### src/rtl/pipe_stage_reg.sv
// pipe_stage_reg
//   Flow-controlled pipeline stage register with a 2-entry skid buffer.
//   It carries a payload plus a control-enable field between two CPU stages.
//   in_ready comes straight from a flop, so a downstream stall never becomes
//   a combinational path back upstream. flush kills held beats. A saturating
//   counter tracks stalled cycles.
//
// Ports
//   clk, rst         clock, synchronous active-high reset
//   in_valid/ready   upstream handshake; in_data/in_ctrl sampled on accept
//   out_valid/ready  downstream handshake; out_data/out_ctrl are the head entry
//   flush            drop all held beats and any beat offered this cycle
//   clr_stats        clear stall_cnt
//   stall_cnt        saturating count of out_valid & !out_ready cycles
module pipe_stage_reg #(
  parameter int DATA_W      = 69,
  parameter int CTRL_W      = 4,
  parameter int STALL_CNT_W = 16
) (
  input  logic                   clk,
  input  logic                   rst,
  input  logic                   in_valid,
  output logic                   in_ready,
  input  logic [DATA_W-1:0]      in_data,
  input  logic [CTRL_W-1:0]      in_ctrl,
  output logic                   out_valid,
  input  logic                   out_ready,
  output logic [DATA_W-1:0]      out_data,
  output logic [CTRL_W-1:0]      out_ctrl,
  input  logic                   flush,
  input  logic                   clr_stats,
  output logic [STALL_CNT_W-1:0] stall_cnt
);

  typedef struct packed {
    logic [DATA_W-1:0] data;
    logic [CTRL_W-1:0] ctrl;
  } beat_t;

  // Occupancy encoded as {main_v, skid_v}; 2'b01 is unreachable.
  localparam logic [1:0] ST_EMPTY = 2'b00;
  localparam logic [1:0] ST_ONE   = 2'b10;
  localparam logic [1:0] ST_FULL  = 2'b11;

  localparam logic [STALL_CNT_W-1:0] CNT_MAX = '1;

  beat_t      main_q, skid_q, in_beat;
  logic       main_v, skid_v;
  logic [1:0] st;
  logic       accept, drain;

  assign in_beat = '{data: in_data, ctrl: in_ctrl};
  assign st      = {main_v, skid_v};

  assign in_ready  = ~skid_v;
  assign out_valid = main_v;
  assign out_data  = main_q.data;
  // Bubbles must never leak write enables downstream.
  assign out_ctrl  = main_q.ctrl & {CTRL_W{main_v}};

  assign accept = in_valid & in_ready;
  assign drain  = main_v & out_ready;

  always_ff @(posedge clk) begin
    if (rst) begin
      main_v <= 1'b0;
      skid_v <= 1'b0;
      main_q <= '0;
      skid_q <= '0;
    end else if (flush) begin
      // Only the valid bits drop; stale payload is masked by out_ctrl gating.
      main_v <= 1'b0;
      skid_v <= 1'b0;
    end else begin
      case (st)
        ST_EMPTY: begin
          if (accept) begin
            main_q <= in_beat;
            main_v <= 1'b1;
          end
        end
        ST_ONE: begin
          if (accept && drain) begin
            main_q <= in_beat;
          end else if (accept) begin
            skid_q <= in_beat;
            skid_v <= 1'b1;
          end else if (drain) begin
            main_v <= 1'b0;
          end
        end
        ST_FULL: begin
          // in_ready is low here, so only the drain side can move.
          if (drain) begin
            main_q <= skid_q;
            skid_v <= 1'b0;
          end
        end
        default: begin
          // Unreachable encoding; fall back to empty rather than lock up.
          main_v <= 1'b0;
          skid_v <= 1'b0;
        end
      endcase
    end
  end

  always_ff @(posedge clk) begin
    if (rst || clr_stats) begin
      stall_cnt <= '0;
    end else if (main_v && !out_ready && stall_cnt != CNT_MAX) begin
      stall_cnt <= stall_cnt + STALL_CNT_W'(1);
    end
  end

endmodule

### config.mk
export PLATFORM = sky130hd
export DESIGN_NAME = pipe_stage_reg
export DESIGN_NICKNAME = d
export VERILOG_FILES = /design/src/rtl/pipe_stage_reg.sv
export SDC_FILE = /design/constraint.sdc
export NUM_CORES = 1
export LEC_CHECK = 0
export ABC_AREA = 0
export CAP_MARGIN = 20
export CORE_MARGIN = 2
export CORE_UTILIZATION = 47
export CTS_BUF_LIST = sky130_fd_sc_hd__clkbuf_4 sky130_fd_sc_hd__clkbuf_8
export DETAILED_ROUTE_END_ITERATION = 8
export PLACE_DENSITY_LB_ADDON = 0.05
export SLEW_MARGIN = 25
export SYNTH_ARGS = -nofsm -noshare
export SYNTH_HDL_FRONTEND = slang
export SYNTH_SLANG_ARGS = --single-unit
### constraint.sdc
create_clock -name clk -period 1.6 [get_ports clk]
set_input_delay 0.24 -clock clk [delete_from_list [all_inputs] [get_ports clk]]
set_output_delay 0.24 -clock clk [all_outputs]
set_load 0.05 [all_outputs]
=== Yosys cells after proc, flatten, opt, wreduce, memory -nomap -nowiden ===
Cells that the tools add are included.

* Bits in registers: 164
* Input bits: 79
* Output and inout bits: 91
* Logic and storage cells: 49

* Add/sub/neg operators: 1
* Eq/ne operators: 10
* Muxes and demuxes: 11
* Bitwise operators: 8
* Reductions and logical operators: 12

{| class="wikitable"
|+ Operators by type and width
! cell !! number
|-
| $mux W73 || 3
|-
| $pmux W73 S3 || 1
|-
| $add A16 B1 Y16 const B || 1
|-
| $ne A16 B16 Y1 const B || 1
|-
| $ne A2 B2 Y1 const B || 7
|-
| $reduce_and A5 Y1 || 2
|-
| $reduce_and A4 Y1 || 2
|-
| $pmux W1 S3 || 2
|-
| $mux W1 || 5
|-
| $not A1 Y1 || 5
|-
| $and A4 B4 Y4 || 1
|-
| $eq A2 B2 Y1 const B || 2
|-
| $logic_and A1 B1 Y1 || 3
|-
| $reduce_bool A3 Y1 || 1
|-
| $and A1 B1 Y1 || 2
|-
| $logic_not A2 Y1 || 1
|-
| $reduce_or A2 Y1 || 1
|-
| $logic_not A1 Y1 || 1
|-
| $logic_or A1 B1 Y1 || 1
|}

=== Logic depth before layout (Yosys ltp) ===
Gate-level depths: netlist (run 1).

* Depth after elaboration: 5
* Depth in mapped cells: 7
* Depth with buffers taken out: 5

=== Worst setup path after synthesis (run 1) ===
No wires, ideal clock.

* Path type: register to output
* Start point: reg main_v, in the netlist out_valid
* End point: out out_ctrl[0]
* Data arrival time: 1,902 ps
* Data required time: 1,360 ps
* Setup slack: -542 ps
* Cell stages (with the launch flop): 5
* Buffers on the path: 3
* Path through: dfxtp_1 > buf_2 > buf_1 > clkbuf_1 > and2_1

* Longest elaborated chain between the ends: 1

{| class="wikitable"
|+ RTL lines
! what !! RTL line !! text
|-
| start: declaration || 48 || <nowiki>logic main_v, skid_v;</nowiki>
|-
| start signal: assignment || 66 || <nowiki>main_v <= 1'b0;</nowiki>
|-
| start signal: assignment || 72 || <nowiki>main_v <= 1'b0;</nowiki>
|-
| start signal: assignment || 79 || <nowiki>main_v <= 1'b1;</nowiki>
|-
| $and A4 B4 Y4 || 59 || <nowiki>assign out_ctrl = main_q.ctrl & {CTRL_W{main_v}};</nowiki>
|-
| end: declaration || 29 || <nowiki>output logic [CTRL_W-1:0] out_ctrl,</nowiki>
|}

No other way between the ends.

=== Worst setup path in the final report (run 1) ===
* Start point: reg main_v, in the netlist out_valid
* End point: reg main_q (netlist bit out_data[14])

* Longest elaborated chain between the ends: 4
* Elaborated cells between the ends (all ways): 11
* Classes of those cells: eq/ne (5); mux (1); bitwise (1); reduce/logical (4)

{| class="wikitable"
|+ RTL lines
! what !! RTL line !! text
|-
| $and A1 B1 Y1 || 62 || <nowiki>assign drain = main_v & out_ready;</nowiki>
|-
| $logic_and A1 B1 Y1 || 83 || <nowiki>if (accept && drain) begin</nowiki>
|-
| $ne A2 B2 Y1 (no source line) || n/a ||
|-
| $reduce_and A5 Y1 (no source line) || n/a ||
|-
| end signal: assignment || 78 || <nowiki>main_q <= in_beat;</nowiki>
|-
| end signal: assignment || 84 || <nowiki>main_q <= in_beat;</nowiki>
|-
| end signal: assignment || 95 || <nowiki>main_q <= skid_q;</nowiki>
|-
| end: declaration || 47 || <nowiki>beat_t main_q, skid_q, in_beat;</nowiki>
|}

Parallel ways exist; a longest one is shown, timed or not.
A chain may end at the register's enable or synchronous reset.

==> impl_summary.md, run 1 <==
Clocking
The number of clock buffers inserted by TritonCTS is 17. The H-tree depth is 4. The buffer type at the clock tree root is clkbuf_8.

For this design, the sink count on the clock tree is around 160. The TritonCTS clock tree is done. The clock latency of the later-clocked register in the worst-skew pair is 450 ps. The largest buffer count on any clock path is 2. The register clock-pin slew on the reported worst setup and hold paths is 90 ps. Hold repair after CTS inserted 0 buffers.

STA
The headroom to the max-slew limit is between 50% and 60%. In the post-route analysis, the smallest setup slack over all paths is -110.5 ps. The number of hold-slack violations in the final timing report was 0. After routing, the total negative slack on setup checks comes to -3503 ps.

The highest attainable clock frequency is approximately 580 MHz. The total count of max-transition violations in the final report was 0. Setup repair after global routing could not meet its margin everywhere.

The final number of setup-violating endpoints is 75. The clock skew is around 10 ps. At the pin with the least slew margin, the transition time is 688.5 ps. The tightest hold margin is between 100 and 150 ps. Subtracting the final worst setup slack from the clock period gives roughly 1700 ps.

After layout, the worst path uses 106.9% of the clock period.

Logic synthesis
The dominant synthesized flop cell is dfxtp_1. The sequential area share after synthesis is 45.58%. The number of synthesis warnings is 0. The mean post-synth cell area is ~7.9 um^2. In the synthesized netlist the async set-or-reset flop fraction comes to 0%.

The number of different library cells in the post-synthesis netlist is 41. Synthesis handed over a netlist of just over 900 instances. The register bit total from synthesis is between 150 and 200. The synthesized netlist net count is between 900 and 1000. The number of flops mapped to enable cells by yosys is 0. The mapped cell area is 0.007203 mm^2.

Cells and area
The post-route netlist has roughly 26% of its cells at a drive strength greater than 1. At the end of the flow, the number of nets in the layout was between 1000 and 1500. The number of inserted diodes is 0. The area growth from synthesis to layout is 36.01%.

Setup path
The type of the setup path with the least slack is flop to flop. The kind of cell with the highest combined delay along the critical path is buffers and inverters. The slack of the worst reg-to-reg path is -110 ps. The type of origin of the critical path is a flop. The cell at the slowest stage of the critical path is a2111oi_4. The critical path goes through nor2b_4 > a2111oi_4 > buf_6 > buf_6 > buf_6 > buf_6 > a311oi_2. In this run the critical register-to-register path is launched from out_valid$_SDFFE_PP0P_. Along the worst path, the maximum fanout reaches 6. The required time at the worst-slack endpoint is ~1900 ps. The critical path starts at out_valid$_SDFFE_PP0P_. The peak per-stage delay on the critical path is just over 400 ps.

The worst endpoint data arrival time is a little over 2000 ps. The kind of end point of the critical path is a flop. Counting both buffers and inverters, the worst setup path holds a total of 4. The most frequent cell on the critical path is buf_6.

Floorplan
The width of the chip is ~130 um. The effective utilization at floorplan is between 40 and 50%. After floorplanning, the core was divided into 45 placement rows. The area of the placeable core is ~0.015 mm^2. Measured along the y axis, the die boundary spans around 130 um. The number of top-level pins is 170. The area of the die is around 0.016 mm^2.

Global routing
The number of global-route vias before repair is ~6100. The initial antenna violation count was 0. The largest net degree at the start of global routing is 149. The first global-routing pass estimated between 20 and 30 mm of wire.

In the global route stage, overall resource usage came out at 22.64%. The residual overflow from global routing is 0.

Routing
The final routed wire length divided by cell count is about 16 um. The first routing iteration left roughly 470 violations. The via density per instance is approximately 5.5. For this run, design rule violations remaining after detail routing come to 0. The first detailed-routing pass ran for 5 iterations. Summed over all layers, the routed wires come to about 20 mm. The count of nets left with antenna violations once routing finished came out at 0.

The total number of vias is 6814.

Placed design
Before CTS, the worst setup slack after placement is -441.7 ps. The final weighted congestion in routability-driven placement is roughly 0.82. Input and output buffers added on the ports amount to ~170. Detailed placement ended at an HPWL of 12.17 mm.

Status
The final reports fail on negative setup slack. The run finished, with violations left.

Worst hold path
The startpoint of the tightest hold check path is rst. The worst hold path belongs to the class input port to flop.

Power
For this design the static power due to leakage is around 0.0037 uW. In this run the power density over the cells is between 900 and 1000 mW/mm^2. The largest vdd supply drop is 0.6263 mV.

Job
The reported max-cap violation count is 0.
## cell type report
class / instances / area [um^2]
repair buffers: 253 / 2530
fillers: 1322 / 5293
well taps: 188 / 235.2
flip-flops and latches: 164 / 3341
inverters: 4 / 15.01
clock inverters: 15 / 195.2
multi-input cells: 600 / 3247
clock buffers: 17 / 234.0
## worst register-to-register path: cells and delay by family, from the launching register on
family,cells,cell delay (ps)
and+or+nand+nor,1,140
DFF,1,380
AOI/OAI and AO/OA,2,480
buffers and inverters,4,570
## path summary, 6_finish.rpt
kind	to	cells after the start
max	out_data[14]$_SDFFE_PP0P_	7
min	stall_cnt[14]$_SDFFE_PP0P_	3
max reg2reg	out_data[14]$_SDFFE_PP0P_	7
min reg2reg	skid_q[50]$_SDFFE_PP0P_	2
## cell usage in the layout (no fill, tap or decap), types with 4 or more instances in the layout
cell type	synthesis	routed
a21oi_1	82	77
a21oi_2	0	5
a311oi_1	73	69
a311oi_2	0	4
and2_4	0	4
buf_12	0	15
buf_4	76	130
buf_6	0	22
clkbuf_16	0	7
clkbuf_8	0	17
clkdlybuf4s50_1	0	77
clkinv_4	0	4
dfxtp_1	164	146
dfxtp_2	0	4
dfxtp_4	0	14
inv_6	0	5
nand2_1	228	225
nand3_1	78	77
nor2_1	78	72
nor2_2	0	6
o31ai_1	5	4
or3_1	8	5
## registers in the layout (all words and copies together) (netlist names)
| register | count |
|---|---|
| out_valid | 1 |
| stall_cnt | 16 |
| skid_q | 73 |
| out_data | 69 |
| main_q | 4 |
| skid_v | 1 |
## what timing repair did
item / in CTS / in global routing
gates resized for setup: 9 / 50
gates cloned: 1 / 9
setup buffers: 7 / 14
endpoints found under the hold margin: 0 / 0
setup endpoints to repair: 78 / 161
pin swaps: 18 / 43
## power by group
| group | switching [uW] | internal [uW] |
|---|---|---|
| Combinational | 894 | 613 |
| Sequential | 87.5 | 4200 |
| Clock | 1640 | 1590 |
## Yosys cell counts, drive strengths merged (2+ instances only)
cell | instances | area share (%)
a21oi | 82 | 5.7
buf | 98 | 9.4
a41oi | 2 | 0.24
nand3 | 78 | 5.4
or4 | 4 | 0.42
inv | 4 | 0.21
o31ai | 5 | 0.52
o311ai | 2 | 0.24
nand2 | 228 | 12
nor2 | 78 | 4.1
and4 | 2 | 0.24
clkbuf | 46 | 2.4
dfxtp | 164 | 46
nand2b | 2 | 0.17
nand4 | 3 | 0.35
o21ai | 5 | 0.35
nor4 | 4 | 0.52
nor3 | 4 | 0.35
o41ai | 2 | 0.24
a211oi | 2 | 0.21
a311oi | 73 | 8.9
or3 | 8 | 0.69
and2 | 4 | 0.35
## cells by family after synthesis
family | synth area share (%)
AOI/OAI and AO/OA | 17.06
muxes | 0.1390
adders and majority gates | 0.1737
DFF | 45.58
buffers and inverters | 12.05
and+or+nand+nor | 25.00
## metal layers
layer  wire (um)  GRT usage [%]  share of wire (%)
met1        8541          28.32                 42
met2       10270          38.47                 51
met3        1158          6.260                5.7
met4         270          6.206                1.3
met5           0              0                  0
## per-stage QoR
stage                     power [uW]  cell area [um^2]  util [%]  instances
final                           9028              9797     64.93       1241
after global routing            9401              9797     64.93       1241
after CTS                       8994              9313     61.72       1218
after detailed placement        5763              8761     58.06       1178
after global placement          5742              8761     58.06       1178
after floorplan                 5364              7360         -        911
(Power assumes the default switching activity.)
==> run 2: changes to the inputs <==
CAP_MARGIN = unset   (was 20)
CELL_PAD_IN_SITES_DETAIL_PLACEMENT = 1   (was unset)
CELL_PAD_IN_SITES_GLOBAL_PLACEMENT = 2   (was unset)
CORE_UTILIZATION = 26   (was 47)
==> run 2 against run 1 <==
Effect of this change:
- the run still ends with negative setup slack left
- cell area increased by 13%
- via count rose by 3.8%
- core utilization shrank 24 points
- flip-flop and latch count stayed put
- die area is 78% higher
- register-to-register slack about the same
- worst hold slack got worse by 6.0 ps
- total power up 2.8%
- fmax down 0.25%
- combinational power increased by 24%
- critical path type unchanged
- largest cell class is now multi-input combinational cells
==> impl_summary.md, run 2 (synthesized netlist as in run 1, its figures left out) <==
Status
The run finished, with violations left. The checks that failed: negative setup slack.

Setup path
The worst reg-to-reg path cell count is 7 (unchanged). The type of the setup path with the least slack is flop to flop. The most critical setup path has its endpoint at out_data[32]$_SDFFE_PP0P_. The peak fanout along the critical path was 8 (+2). The reg-to-reg startpoint is out_valid$_SDFFE_PP0P_. The type of origin of the critical path is a flop. In this run the critical register-to-register path is captured at out_data[32]$_SDFFE_PP0P_. The buffering stage count on the worst path with inverters included is 4 (unchanged). The most critical setup path has its startpoint at out_valid$_SDFFE_PP0P_.

The slack of the worst reg-to-reg path is -110 ps (about the same). The peak per-stage delay on the critical path is 410 ps (about the same). The most frequent cell on the critical path is clkbuf_16.

The required time at the worst-slack endpoint came to 1960 ps (+50 ps). The cell at the slowest stage of the critical path is dfxtp_4. The family of cells with the greatest summed delay on the critical path is buffers and inverters. Walking the worst path, the cells encountered are inv_4 > a2111oi_4 > buf_4 > clkbuf_16 > clkbuf_16 > nor2_1 > a311oi_1. The worst endpoint data arrival time is 2070 ps (+50 ps). The kind of end point of the critical path is a flop. The number of cells on the critical path was 7 (unchanged).

Placed design
The number of buffers added on ports is 169 (unchanged). The final weighted congestion in routability-driven placement was 0.7403 (-9.6%). The cell total after placement is 1359 (+15%).

The post-detailed-placement half-perimeter wirelength is 15.67 mm (+29%).

STA
The final number of setup-violating endpoints is 110 (+47%). The post-route fraction of the period consumed by the critical path is 107.2% (+0.27 points). The least setup slack across all paths after layout was -114.7 ps (-4.283 ps). The setup total negative slack was -3252 ps (+251.1 ps). The actual transition at the worst max-transition pin is 726.6 ps (+38.16 ps). The headroom to the max-slew limit came to 51.56% (-2.5 points). Setup repair after global routing could not meet its margin everywhere.

The highest attainable clock frequency is 583.2 MHz (-0.25%). The final critical path time including I/O delays and setup came to 1715 ps (+4.283 ps). The number of hold-slack violations in the final timing report came to 0 (unchanged). The clock skew is 24.98 ps (+14.62 ps). The total count of max-transition violations in the final report came to 0 (unchanged).

Global routing
The overall track demand over capacity in global routing came to 18.20% (-4.4 points). The largest net degree at the start of global routing is 97 (-35%). The initial antenna violation count is 0 (unchanged). The global-route wire length before repair is 40.97 mm (+37%).

The residual overflow from global routing is 0 (unchanged). The number of global-route vias before repair is 7513 (+23%).

Cells and area
The number of flip-flops in the largest register is 73 (unchanged). The net count of the finished layout is 1145 (+2.2%). The number of inserted diodes was 0 (unchanged). Leaving out fill and tap cells, the most frequent cell in the layout is nand2_1. The filler-free cell count of the finished design came to 1450 (+17%).

The share of final-layout standard cells stronger than drive strength 1 was 34.42% (+8.8 points). In the layout the commonest cells are nand2_1, dfxtp_1, buf_4. The area growth from synthesis to layout is 54.19%.

The register with the most flip-flops is skid_q.

Clocking
The total clock sinks is 164 (unchanged). The buffer type at the clock tree root is clkbuf_8. The H-tree depth is 4 (unchanged).

The TritonCTS clock tree is done. The clock latency of the later-clocked register in the worst-skew pair is 470 ps (+20 ps). The number of clock buffers inserted by TritonCTS was 17 (unchanged). The largest buffer count on any clock path came to 2 (unchanged). The register clock-pin slew on the reported worst setup and hold paths was 110 ps (+20 ps).

Floorplan
The width of the chip is 170.4 um (+33%). The die span in y is 170.4 um (+33%). The row count is 60 (+33%). The area of the placeable core came to 0.02710 mm^2 (+80%). The area of the die was 0.02905 mm^2 (+78%). The effective utilization at floorplan is 26.58% (-21 points). The number of top-level pins was 170 (unchanged).

Worst hold path
The class of the tightest hold or removal check is input port to flop. The hold-critical path depth is 3 (unchanged).

Power
The static power due to leakage was 0.004125 uW (+10%). The power density of the placed cells was 835.5 mW/mm^2 (-9.3%). The largest vdd supply drop is 0.3660 mV (-42%).

Routing
The DRC violation total after the first TritonRoute iteration was 262 (-44%). The number of nets with antenna violations after detailed routing is 0 (unchanged). The iteration count of the initial detailed-routing pass came to 4 (-1). The remaining design rule violation count is 0 (unchanged). The via density per instance is 4.877 (-11%). The final routed wire length divided by cell count came to 19.62 um (+20%). The total number of vias is 7071 (+3.8%).

The wire length after detailed routing came to 28.44 mm (+41%).

Job
The reported max-cap violation count is 0 (unchanged).
==> run 2: worst min path at each step <==
stage	startpoint	endpoint	slack (ps)
2_1_floorplan	flush	out_valid$_SDFFE_PP0P_	310
3_3_place_gp	skid_q[35]$_SDFFE_PP0P_	skid_q[35]$_SDFFE_PP0P_	440
3_5_place_dp	skid_q[65]$_SDFFE_PP0P_	skid_q[65]$_SDFFE_PP0P_	450
4_1_cts	rst	stall_cnt[14]$_SDFFE_PP0P_	70
5_1_grt	rst	stall_cnt[14]$_SDFFE_PP0P_	70
6_report	rst	stall_cnt[14]$_SDFFE_PP0P_	100
==> run 2: final cells by class <==
class                   count  area [um^2]
clock inverters            13        137.6
clock buffers              19        249.0
multi-input cells         599         3670
repair buffers            279         3222
fillers                  3095        15990
well taps                 372        465.4
inverters                   4        20.02
flip-flops and latches    164         3343
==> run 2: metal layers <==
layer,GRT usage [%],up-vias,wire (um)
met4,5.091,0,488
met5,0,-,0
met1,22.41,3491,12300
li1,-,3406,-
met2,31.94,146,14470
met3,3.907,28,1189
==> run 2: power by group <==
group	leakage [uW]	internal [uW]	total, uW	switching, uW
Combinational	0.00258	817	1870	1050
Sequential	0.00135	4200	4320	122
Clock	0.000195	1320	3090	1770
Total	0.00413	6340	9280	2940
==> run 2: stage by stage <==
stage	hold slack, ps	area [um^2]	total power [uW]	worst slack, ps	utilization, %
after global routing	65.13	11110	9711	-187.4	40.98
after global placement	441.2	9009	5777	-427.7	33.24
final	99.03	11110	9280	-114.7	40.98
after floorplan	308.7	7360	5364	-58.52	-
after CTS	74.93	9967	9129	-103.6	36.78
after detailed placement	447.9	9009	5807	-517.9	33.24
==> run 2: repair_timing <==
item                                    CTS  global route
setup buffers                            14            18
hold buffers                              0             0
cloned                                   12            18
pin swaps                                11            69
endpoints found under the setup margin   85           164
gates resized for setup                  24           157
==> run 2: worst reg2reg max path, cell delays in order, from the launching register on <==
cell,delay (ps)
dfxtp_4,410
inv_4,50
a2111oi_4,310
buf_4,220
clkbuf_16,170
clkbuf_16,170
nor2_1,50
a311oi_1,240
